`config.mk`:
```
export PLATFORM = sky130hd
export DESIGN_NAME = program_memory
export DESIGN_NICKNAME = d
export VERILOG_FILES = /design/src/rtl/program_memory.sv
export SDC_FILE = /design/constraint.sdc
export NUM_CORES = 1
export LEC_CHECK = 0
export ABC_AREA = 1
export BUFFER_PORTS_ARGS = -buffer_cell sky130_fd_sc_hd__buf_2
export CAP_MARGIN = 20
export CORE_ASPECT_RATIO = 1.75
export CORE_MARGIN = 4
export CORE_UTILIZATION = 66
export CTS_CLUSTER_DIAMETER = 40
export DETAILED_ROUTE_END_ITERATION = 8
export PLACE_DENSITY = 0.91
export SLEW_MARGIN = 20
export SYNTH_ARGS = -nofsm -noshare
export SYNTH_HDL_FRONTEND = slang
export SYNTH_SLANG_ARGS = --single-unit
```
`constraint.sdc`:
```
create_clock -name clk -period 2.8 [get_ports clk]
set_clock_uncertainty 0.2 [all_clocks]
set_input_delay 0.56 -clock clk [delete_from_list [all_inputs] [get_ports clk]]
set_output_delay 0.56 -clock clk [all_outputs]
set_load 0.005 [all_outputs]
```
`src/rtl/program_memory.sv`:
```
// Loadable instruction store: filled through a load port while in LOAD, then locked
// and serving registered, one-cycle-latency fetches in RUN.
module program_memory #(
  parameter int unsigned       ADDR_W        = 4,
  parameter int unsigned       DATA_W        = 8,
  parameter int unsigned       DEPTH         = 16,
  parameter logic [DATA_W-1:0] DEFAULT_INSTR = DATA_W'(8'b01001111)
) (
  input  logic              clk,
  input  logic              reset,
  input  logic              load_en,
  input  logic [ADDR_W-1:0] load_addr,
  input  logic [DATA_W-1:0] load_data,
  input  logic              load_done,
  input  logic [ADDR_W-1:0] ProgramCounter,
  input  logic              fetch_req,
  output logic [DATA_W-1:0] instruction,
  output logic              instr_valid,
  output logic [ADDR_W:0]   prog_len,
  output logic              running,
  output logic              load_err
);

  localparam int unsigned LEN_W = ADDR_W + 1;
  localparam logic [LEN_W-1:0] DEPTH_L = LEN_W'(DEPTH);

  typedef enum logic {
    S_LOAD = 1'b0,
    S_RUN  = 1'b1
  } state_t;

  state_t state, state_nxt;

  logic [DATA_W-1:0] mem [DEPTH];

  logic             wr_en;
  logic             err_set;
  logic             fetch;
  logic             in_range;
  logic             fetch_hit;
  logic [LEN_W-1:0] addr_len;

  assign in_range  = LEN_W'(load_addr) < DEPTH_L;
  assign fetch_hit = LEN_W'(ProgramCounter) < prog_len;
  assign addr_len  = LEN_W'(load_addr) + LEN_W'(1);

  // Next-state and per-cycle action decode; writes and fetches are exclusive by state.
  always_comb begin
    state_nxt = state;
    wr_en     = 1'b0;
    err_set   = 1'b0;
    fetch     = 1'b0;
    case (state)
      S_LOAD: begin
        if (load_en) begin
          if (in_range) wr_en   = 1'b1;
          else          err_set = 1'b1;
        end
        if (load_done) state_nxt = S_RUN;
      end
      S_RUN: begin
        if (load_en) err_set = 1'b1;
        fetch = fetch_req;
      end
      default: state_nxt = S_LOAD;
    endcase
  end

  always_ff @(posedge clk) begin
    if (reset) state <= S_LOAD;
    else       state <= state_nxt;
  end

  // Storage array: reset refills every entry with the default instruction.
  always_ff @(posedge clk) begin
    if (reset) begin
      for (int i = 0; i < int'(DEPTH); i++) mem[ADDR_W'(i)] <= DEFAULT_INSTR;
    end else if (wr_en) begin
      mem[load_addr] <= load_data;
    end
  end

  // Registered outputs; prog_len only ever grows until reset.
  always_ff @(posedge clk) begin
    if (reset) begin
      instruction <= DEFAULT_INSTR;
      instr_valid <= 1'b0;
      prog_len    <= '0;
      running     <= 1'b0;
      load_err    <= 1'b0;
    end else begin
      instr_valid <= fetch;
      if (fetch) instruction <= fetch_hit ? mem[ProgramCounter] : DEFAULT_INSTR;
      if (wr_en && (addr_len > prog_len)) prog_len <= addr_len;
      if (err_set) load_err <= 1'b1;
      running <= (state_nxt == S_RUN);
    end
  end

endmodule
```
==> impl_metrics.json, run 1 <==
{
  "status": "complete, no violations",
  "hp-start": "load_done",
  "powerDensity_mw_per_mm2": 709,
  "maxCapViolations": 0,
  "drcViolationCount": 0,
  "ctsHoldBuffers": 0,
  "finalPower_mw": 5.53,
  "synth_cells": 770,
  "antenna_cells": 0,
  "r2r_start": "prog_len[2]",
  "drive_above_1_share_pct": 13.0,
  "first_pass_iters": 7,
  "p_switching_mw": 1.31,
  "leakagePower_nw": 3.19,
  "hold_class": "primary input to flip-flop",
  "portBuffers": 36,
  "drt_iter0_markers": 894,
  "synth_xor_area_share_pct": 0.254,
  "clkPwrFrac_pct": 46.6,
  "synth_warnings": 0,
  "arrival_ns": 2.41,
  "yosys.area_share.adder_pct": 2.17,
  "dp.final_hpwl_mm": 12.4,
  "seq_power_share_pct": 44.1,
  "p_int_mw": 4.21,
  "avgSynthCellArea_um2": 8.97,
  "rsz0062_at_grt": "no",
  "seq_area_frac_synth_pct": 60.3,
  "route.antenna.remaining_nets": 0,
  "pwr-share-comb_pct": 9.2,
  "grt_pass1_vias": 5728,
  "final.setup.tns_ns": 0,
  "timing.final.crit_period_ns": 2.29,
  "htree_levels": 4,
  "antenna_found_initial": 0,
  "path_class": "flip-flop to flip-flop",
  "synth-simple-area-share_pct": 27.7,
  "grt_max_degree": 66,
  "synth_mux_area_share_pct": 0,
  "grt_overflow_total": 0,
  "synth_compound_area_share_pct": 2.17,
  "worstPathRequired_ns": 2.91,
  "timing.rr.end": "instruction[0]",
  "die_h_um": 143,
  "ff2ff_path_depth": 8,
  "hold_depth": 3,
  "num_vias": 5827,
  "cp_max_fo": 8,
  "ys_ff_latch": 144,
  "slew_viol_final": 0,
  "cts_inserted_buffers": 17,
  "hold_viol_final": 0,
  "max_clock_freq_mhz": 436,
  "setup_viol": 0,
  "fin_nets": 830,
  "min_to": "running",
  "worst_pin_slew_ns": 0.818,
  "start_util_pct": 67.5,
  "synth_cell_type_count": 19,
  "place.gp.congestion": 0.961,
  "pin_count": 37,
  "core_area_mm2": 0.0102,
  "post_cts.repair.setup_buffers": 0,
  "clock-sinks": 144,
  "syn_area_mm2": 0.00691,
  "clockRootBuffer": "clkbuf_16",
  "path_clk_slew_ns": 0.06,
  "viasPerCell": 6.22,
  "clockBufferDepth": 2,
  "rrSetupSlack_ns": 0.51,
  "power.share.switching_pct": 23.7,
  "tritoncts": "done",
  "chipWidth_um": 85.3,
  "synthToLayoutAreaGrowth_pct": 12.9,
  "relSlewSlack_pct": 45.4,
  "routed_wl_mm": 19.5,
  "avgRoutedWirePerCell_um": 20.8,
  "finalCritPeriodShare_pct": 82.0,
  "ir_worst_vdd_v": 0.000652,
  "startpoint_type": "flip-flop",
  "dieArea_mm2": 0.0122,
  "cts_resized": 0,
  "grt_pass1_wl_mm": 29.8,
  "synth_fp_nets": 803,
  "grtUsageTotal_pct": 33.2,
  "crit_path_end_kind": "flip-flop",
  "rows": 49,
  "clk_latency_ns": 0.43,
  "synth_top_family_by_area": "simple AND/OR/NAND/NOR gates"
}
sequential cells by signal (all words and copies together) (netlist names):
signal	flops
instruction	8
instr_valid	1
load_err	1
running	1
prog_len	5
mem	128
power by group through the flow:
stage	logic (mW)	registers, mW	clock network [mW]
final	0.509	2.44	2.58
after global routing	0.553	2.45	2.63
after CTS	0.491	2.44	2.54
after detailed placement	0.482	2.48	0
after global placement	0.462	2.48	0
after floorplan	0.318	2.47	0
Yosys cell counts:
cell type	number	area (um2)
xor2_1	2	17.5
buf_6	6	67.6
nand2_1	268	1010
o21ai_0	13	65.1
clkbuf_1	12	45.0
o211ai_1	2	15.0
dfxtp_1	16	320
buf_2	15	75.1
nand4_1	1	6.26
nor3_1	1	5.00
nor2_1	75	282
ha_1	12	150
buf_1	2	7.51
inv_2	14	52.6
inv_1	71	267
a21oi_1	14	70.1
nor2_2	17	106
nand3_1	101	505
edfxtp_1	128	3840
metal layers:
| layer | wire, um | GRT usage [%] |
|---|---|---|
| met4 | 1750 | 26.4 |
| met1 | 6020 | 35.4 |
| met3 | 1950 | 6.43 |
| met5 | 0 | 0 |
| met2 | 9800 | 56.6 |
critical path, cell delays in order, from the launching register on:
cell     delay, ns
dfxtp_1       0.36
inv_1         0.08
ha_1          0.29
a21oi_1       0.14
o21ai_0       0.11
nor2_1        0.58
nand3_1       0.21
nand2_1       0.14
nand2_1       0.07
final cells by class:
type,instances,area [um2]
multi-input cells,506,2230
fillers,630,2440
inverters,85,319
clock buffers,18,429
well taps,127,159
flip-flops and latches,144,4160
repair buffers,43,258
clock inverters,14,238
per-stage QoR:
| step | instances | hold WS, ns | instance area (um2) | setup slack [ns] | util (%) |
|---|---|---|---|---|---|
| after detailed placement | 905 | 0.257 | 7130 | 0.279 | 69.6 |
| after global placement | 905 | 0.259 | 7130 | 0.395 | 69.6 |
| final | 937 | 0.160 | 7790 | 0.505 | 76.1 |
| after floorplan | 770 | 0.260 | 6910 | 0.708 | - |
| after global routing | 937 | 0.196 | 7790 | 0.387 | 76.1 |
| after CTS | 937 | 0.165 | 7790 | 0.618 | 76.1 |
cell families (layout without fill, tap and decap cells):
family	after synthesis	in the layout
flip-flops	144	144
buffers and inverters	120	160
adder cells (fa/ha/maj)	12	12
AO/OA/AOI/OAI	29	29
AND/OR/NAND/NOR	463	463
XOR/XNOR	2	2
layout by cell type, fill, tap and decap left out, types with 2 or more instances in the layout:
cell,instances
clkinvlp_4,4
xor2_1,2
edfxtp_1,128
buf_2,36
clkbuf_16,17
inv_1,71
o211ai_1,2
a21oi_1,14
nor2_2,17
bufinv_16,6
buf_12,2
nor2_1,75
nand2_1,268
dfxtp_1,16
inv_2,14
ha_1,12
buf_4,5
clkinv_2,2
nand3_1,101
o21ai_0,13
worst max-delay path by stage:
stage | start | end | slack (ns) | cells past startpoint
global route | prog_len[2] | instruction[3] | 0.39 | 8
floorplan | load_addr[0] | prog_len[0] | 0.71 | 12
global placement | load_addr[0] | prog_len[3] | 0.39 | 12
finish | prog_len[2] | instruction[0] | 0.51 | 8
detailed placement | load_addr[0] | mem[7][5] | 0.28 | 8
CTS | prog_len[2] | instruction[6] | 0.62 | 8
(Power assumes the default switching activity.)
==> run 2: changes to the inputs <==
--- a/config.mk
+++ b/config.mk
@@ -10,10 +10,10 @@
 export CAP_MARGIN = 20
 export CORE_ASPECT_RATIO = 1.75
 export CORE_MARGIN = 4
-export CORE_UTILIZATION = 66
+export CORE_UTILIZATION = 55
 export CTS_CLUSTER_DIAMETER = 40
 export DETAILED_ROUTE_END_ITERATION = 8
-export PLACE_DENSITY = 0.91
+export PLACE_DENSITY = 0.82
 export SLEW_MARGIN = 20
 export SYNTH_ARGS = -nofsm -noshare
 export SYNTH_HDL_FRONTEND = slang
==> constraint.sdc (replaced) <==
create_clock -name clk -period 2 [get_ports clk]
set_clock_uncertainty 0.2 [all_clocks]
set_input_delay 0.4 -clock clk [delete_from_list [all_inputs] [get_ports clk]]
set_output_delay 0.4 -clock clk [all_outputs]
set_load 0.005 [all_outputs]
==> run 2 against run 1 <==
  * Total power is 34% higher
  * First-iteration DRC count down 25%
  * Fmax increased by 17%
  * Combinational power grew 63%
  * Sequential cell count stayed put
  * Register-to-register slack worse by 0.46 ns
  * Non-clock buffer count grew 75
  * Largest power group is now registers
==> impl_metrics.json, run 2 (synthesis results as in run 1) <==
{
  "status": "complete, no violations",
  "grt_pass1_vias": 5794,
  "grt_overflow_total": 0,
  "dp.final_hpwl_mm": 12.0,
  "final_common_cell": "nand2_1",
  "fin_nets": 905,
  "routed_wl_mm": 18.6,
  "drive_above_1_share_pct": 20.8,
  "whs_ns": 0.111,
  "viasPerCell": 5.51,
  "path_class": "flip-flop to flip-flop",
  "clkPwrFrac_pct": 42.9,
  "hold_viol_final": 0,
  "endpoint": "mem[9][5]",
  "first_pass_iters": 7,
  "htree_levels": 4,
  "crit_top_cell": "nand2_1",
  "r2r_start": "running",
  "cp_max_fo": 8,
  "grt_pass1_wl_mm": 29.5,
  "core_area_mm2": 0.0121,
  "crit_buf_inv": 3,
  "ff2ff_path_depth": 8,
  "rrSetupSlack_ns": 0.04,
  "slew_viol_final": 0,
  "clockBufferDepth": 2,
  "finalCritPeriodShare_pct": 97.9,
  "powerDensity_mw_per_mm2": 871,
  "clockRootBuffer": "clkbuf_16",
  "arrival_ns": 1.90,
  "max_clock_freq_mhz": 511,
  "largest_reg_flops": 128,
  "hold_class": "primary input to flip-flop",
  "critPathTopFamily": "simple AND/OR/NAND/NOR gates",
  "dpl.cell_count": 1017,
  "antenna_found_initial": 0,
  "die_h_um": 156,
  "cts_inserted_buffers": 17,
  "clock-sinks": 144,
  "place.gp.congestion": 0.937,
  "synthToLayoutAreaGrowth_pct": 23.3,
  "top_register": "mem",
  "placed_area_mm2": 0.00789,
  "tritoncts": "done",
  "path_cells": "inv_2 -> nand2_1 -> nor2_2 -> nand2_1 -> nor2_2 -> inv_2 -> nand2_1 -> buf_12",
  "hp-start": "load_en",
  "avgRoutedWirePerCell_um": 17.7,
  "dieArea_mm2": 0.0145,
  "startpoint_type": "flip-flop",
  "slowest_delay_ns": 0.36,
  "num_vias": 5783,
  "cpMaxStageDelayCell": "dfxtp_1",
  "setup_viol": 0,
  "crit_path_end_kind": "flip-flop",
  "rsz0062_at_grt": "yes",
  "mostFrequentLayoutCells": "nand2_1, edfxtp_1, nand3_1",
  "relSlewSlack_pct": 71.2,
  "power.share.switching_pct": 25.0,
  "route.antenna.remaining_nets": 0,
  "stdcell_area_mm2": 0.00851,
  "seq_power_share_pct": 46.0,
  "reg_top3": "mem: 128 flops, instruction: 8 flops, prog_len: 5 flops",
  "antenna_cells": 0,
  "path_clk_slew_ns": 0.06,
  "drcViolationCount": 0,
  "crit_start": "running",
  "maxCapViolations": 0,
  "portBuffers": 36,
  "chipWidth_um": 92.7,
  "worstPathRequired_ns": 1.95,
  "finalPower_mw": 7.42,
  "pwr-share-comb_pct": 11.2,
  "ir_worst_vdd_v": 0.000849,
  "grtUsageTotal_pct": 27.2,
  "start_util_pct": 56.9,
  "timing.final.crit_period_ns": 1.96,
  "post_cts.repair.setup_buffers": 0,
  "p_int_mw": 5.56,
  "clk_latency_ns": 0.43,
  "p_switching_mw": 1.86,
  "crit_cells": 8,
  "pin_count": 37,
  "leakagePower_nw": 3.58,
  "rows": 53,
  "layoutNonFillerInstCount": 1050,
  "worst_pin_slew_ns": 0.432,
  "timing.rr.end": "mem[9][5]",
  "drt_iter0_markers": 668,
  "grt_max_degree": 37
}
## run 2: how the worst min path moves through the flow
stage / to / cells past startpoint
2_1_floorplan: load_err / 2
3_3_place_gp: instruction[6] / 2
3_5_place_dp: instruction[2] / 2
4_1_cts: load_err / 4
5_1_grt: load_err / 4
6_report: load_err / 4
## run 2: cell type report
class	instances	area (um2)
sequential	144	4170
tap	165	206
timing repair buffer	118	986
clock buffer	19	443
fill	765	3620
multi-input combinational	506	2240
clock inverter	13	154
inverter	85	319
## run 2: metrics by stage
stage	utilization (%)	setup slack [ns]	TNS [ns]
floorplan	-	0.0677	0
global placement	65.0	-0.193	-2.14
detailed placement	65.0	-0.254	-4.33
CTS	70.0	0.0498	0
global route	70.2	-0.0286	-0.219
finish	70.2	0.0426	0
## run 2: what timing repair did
item | in CTS | in global routing
resized for setup | 0 | 7
endpoints found under the setup margin | 0 | 37
hold buffers | 1 | 0
hold endpoints to repair | 1 | 0
## run 2: layer usage
layer	vias to the layer above	share of wire [%]	global-route usage, %
met5	-	0	0
met4	0	7.3	18.0
met3	125	9.5	7.07
met2	345	50	46.0
met1	2618	34	30.0
li1	2695	-	-
## run 2: power by group through the flow
stage | combinational [mW] | sequential [mW] | clock (mW)
after floorplan | 0.445 | 3.46 | 0
after global placement | 0.775 | 3.47 | 0
after detailed placement | 0.796 | 3.47 | 0
after CTS | 0.811 | 3.41 | 3.18
after global routing | 0.900 | 3.42 | 3.32
final | 0.829 | 3.41 | 3.18
## run 2: worst register-to-register path: stages, from the launching register on
cell and delay, ns:
dfxtp_1 0.36, inv_2 0.06, nand2_1 0.10, nor2_2 0.15
nand2_1 0.21, nor2_2 0.27, inv_2 0.08, nand2_1 0.11
buf_12 0.13
==> run 3: changes to the inputs <==
==> constraint.sdc (replaced) <==
create_clock -name clk -period 2 [get_ports clk]
set_clock_uncertainty 0.2 [all_clocks]
set_input_delay 0.1 -clock clk [delete_from_list [all_inputs] [get_ports clk]]
set_output_delay 0.1 -clock clk [all_outputs]
set_load 0.005 [all_outputs]
==> run 3 against run 2 <==
  * The flow now finishes with violations (setup timing)
  * Critical path type is now primary input to flip-flop
  * Largest cell class unchanged
  * Worst setup slack lost 0.054 ns
  * Sequential cell count did not move
  * Cell count fell by 2.7%
  * First-iteration DRC count fell by 0.15%
  * Design area fell by 3.0%
  * Critical path depth increased by 5
==> impl_metrics.json, run 3 (synthesis results as in run 1) <==
{
  "crit_cells": 13,
  "start_util_pct": 56.9,
  "avgRoutedWirePerCell_um": 17.9,
  "grtUsageTotal_pct": 26.4,
  "max_clock_freq_mhz": 497,
  "place.gp.congestion": 0.910,
  "clockBufferDepth": 2,
  "rsz0062_at_grt": "yes",
  "tritoncts": "done",
  "timing.final.crit_period_ns": 2.01,
  "synthToLayoutAreaGrowth_pct": 19.6,
  "status": "finished, violations left",
  "grt_pass1_wl_mm": 28.6,
  "top_register": "mem",
  "clk_latency_ns": 0.43,
  "route.antenna.remaining_nets": 0,
  "relSlewSlack_pct": 68.8,
  "slew_viol_final": 0,
  "hold_class": "primary input to flip-flop",
  "hold_depth": 4,
  "finalCritPeriodShare_pct": 101,
  "dp.final_hpwl_mm": 11.4,
  "cpMaxStageDelayCell": "dlygate4sd3_1",
  "portBuffers": 36,
  "reg_top3": "mem: 128 flops, instruction: 8 flops, prog_len: 5 flops",
  "maxCapViolations": 0,
  "chipWidth_um": 92.7,
  "layoutNonFillerInstCount": 1022,
  "fin_nets": 877,
  "antenna_cells": 0,
  "dieArea_mm2": 0.0145,
  "mostFrequentLayoutCells": "nand2_1, edfxtp_1, nand3_1",
  "grt_max_degree": 49,
  "leakagePower_nw": 3.42,
  "worst_pin_slew_ns": 0.467,
  "setup_viol": 2,
  "crit_buf_inv": 3,
  "num_vias": 5594,
  "rows": 53,
  "clock-sinks": 144,
  "drcViolationCount": 0,
  "dpl.cell_count": 972,
  "path_clk_slew_ns": 0.06,
  "antenna_found_initial": 0,
  "grt_pass1_vias": 5604,
  "pre_cts_slack_ns": -0.0513,
  "cts_inserted_buffers": 17,
  "clockRootBuffer": "clkbuf_16",
  "grt_overflow_total": 0,
  "pin_count": 37,
  "violations": "setup timing",
  "crit_path_end_kind": "flip-flop",
  "viasPerCell": 5.47,
  "powerDensity_mw_per_mm2": 908,
  "drive_above_1_share_pct": 17.7,
  "final_common_cell": "nand2_1",
  "core_area_mm2": 0.0121,
  "die_h_um": 156,
  "whs_ns": 0.0162,
  "arrival_ns": 2.13,
  "drt_iter0_markers": 667,
  "largest_reg_flops": 128,
  "fillers": 836,
  "path_cells": "buf_2 -> dlygate4sd3_1 -> nand2_2 -> nor2_1 -> ha_1 -> nand2_2 -> nor2_2 -> nand2_1 -> o211ai_1 -> nand2_2 -> inv_4 -> nor2_1 -> nor2_1",
  "routed_wl_mm": 18.3,
  "worstPathRequired_ns": 2.11,
  "ir_worst_vdd_v": 0.000785,
  "path_class": "primary input to flip-flop",
  "slowest_delay_ns": 0.56,
  "cp_max_fo": 6,
  "critPathTopFamily": "simple AND/OR/NAND/NOR gates",
  "first_pass_iters": 8,
  "htree_levels": 4,
  "hold_viol_final": 0,
  "setup_ws_ns": -0.0110,
  "ff2ff_path_depth": 8,
  "startpoint_type": "primary input"
}
==> run 3: cell types whose count changed in the layout (fill, tap and decap cells not counted), moves of 2 or more <==
cell,delta
clkinv_2,+5
bufinv_16,+2
clkinv_4,-4
nand2_1,-8
nand2_2,+8
inv_6,-3
dlygate4sd3_1,+16
o21ai_0,-2
buf_4,-33
clkinvlp_4,+2
buf_12,-12
==> run 3: layout make-up <==
cell class,instances,area (um2),area share [%]
Sequential cell,144,4170,50.4
Multi-Input combinational cell,506,2280,27.6
Timing Repair Buffer,90,671,8.12
Clock buffer,17,425,5.15
Inverter,85,322,3.89
Tap cell,165,206,2.50
Clock inverter,15,193,2.33
==> run 3: worst register-to-register path, stage by stage, from the launching register on <==
cell and delay, ns:
dfxtp_1 0.35, inv_2 0.06, nand2_1 0.08, buf_4 0.15, nor3_1 0.16, inv_1 0.17, nor2_2 0.15, inv_1 0.09
nand2_1 0.26
==> run 3: path summary, 6_finish.rpt <==
path	startpoint	to	slack, ns
setup / recovery	load_addr[3]	prog_len[4]	-0.01
hold / removal	load_data[4]	mem[9][4]	0.02
setup reg to reg	running	mem[3][3]	0.01
hold reg to reg	instruction[3]	instruction[3]	0.29
==> run 3: timing repair <==
item                                    4_1_cts  5_1_grt
endpoints found under the setup margin        8      128
setup buffers                                 0        0
pin swaps                                     0        4
hold buffers                                 18        0
resized for setup                             1       23
hold endpoints to repair                     97        0
==> run 3: per-layer routing <==
| layer | vias to the layer above | wire length [um] | track usage [%] |
|---|---|---|---|
| met5 | - | 0 | 0 |
| li1 | 2628 | - | - |
| met3 | 86 | 1600 | 5.39 |
| met2 | 355 | 9470 | 46.8 |
| met4 | 0 | 1070 | 15.3 |
| met1 | 2525 | 6110 | 29.2 |
==> run 3: through the flow <==
| stage | power (mW) | setup TNS (ns) | util, % | cell area [um2] |
|---|---|---|---|---|
| 2_1_floorplan | 3.91 | 0 | - | 6910 |
| 5_1_grt | 7.72 | -6.25 | 68.1 | 8260 |
| 6_report | 7.50 | -0.0149 | 68.1 | 8260 |
| 3_5_place_dp | 4.17 | -0.410 | 61.0 | 7410 |
| 4_1_cts | 7.44 | 0 | 67.6 | 8210 |
| 3_3_place_gp | 4.15 | 0 | 61.0 | 7410 |
==> run 3: report_power, final <==
| group | total, mW | switching (mW) | internal (mW) |
|---|---|---|---|
| registers | 3.41 | 0.0440 | 3.37 |
| clock network | 3.30 | 1.22 | 2.07 |
| logic | 0.795 | 0.532 | 0.263 |
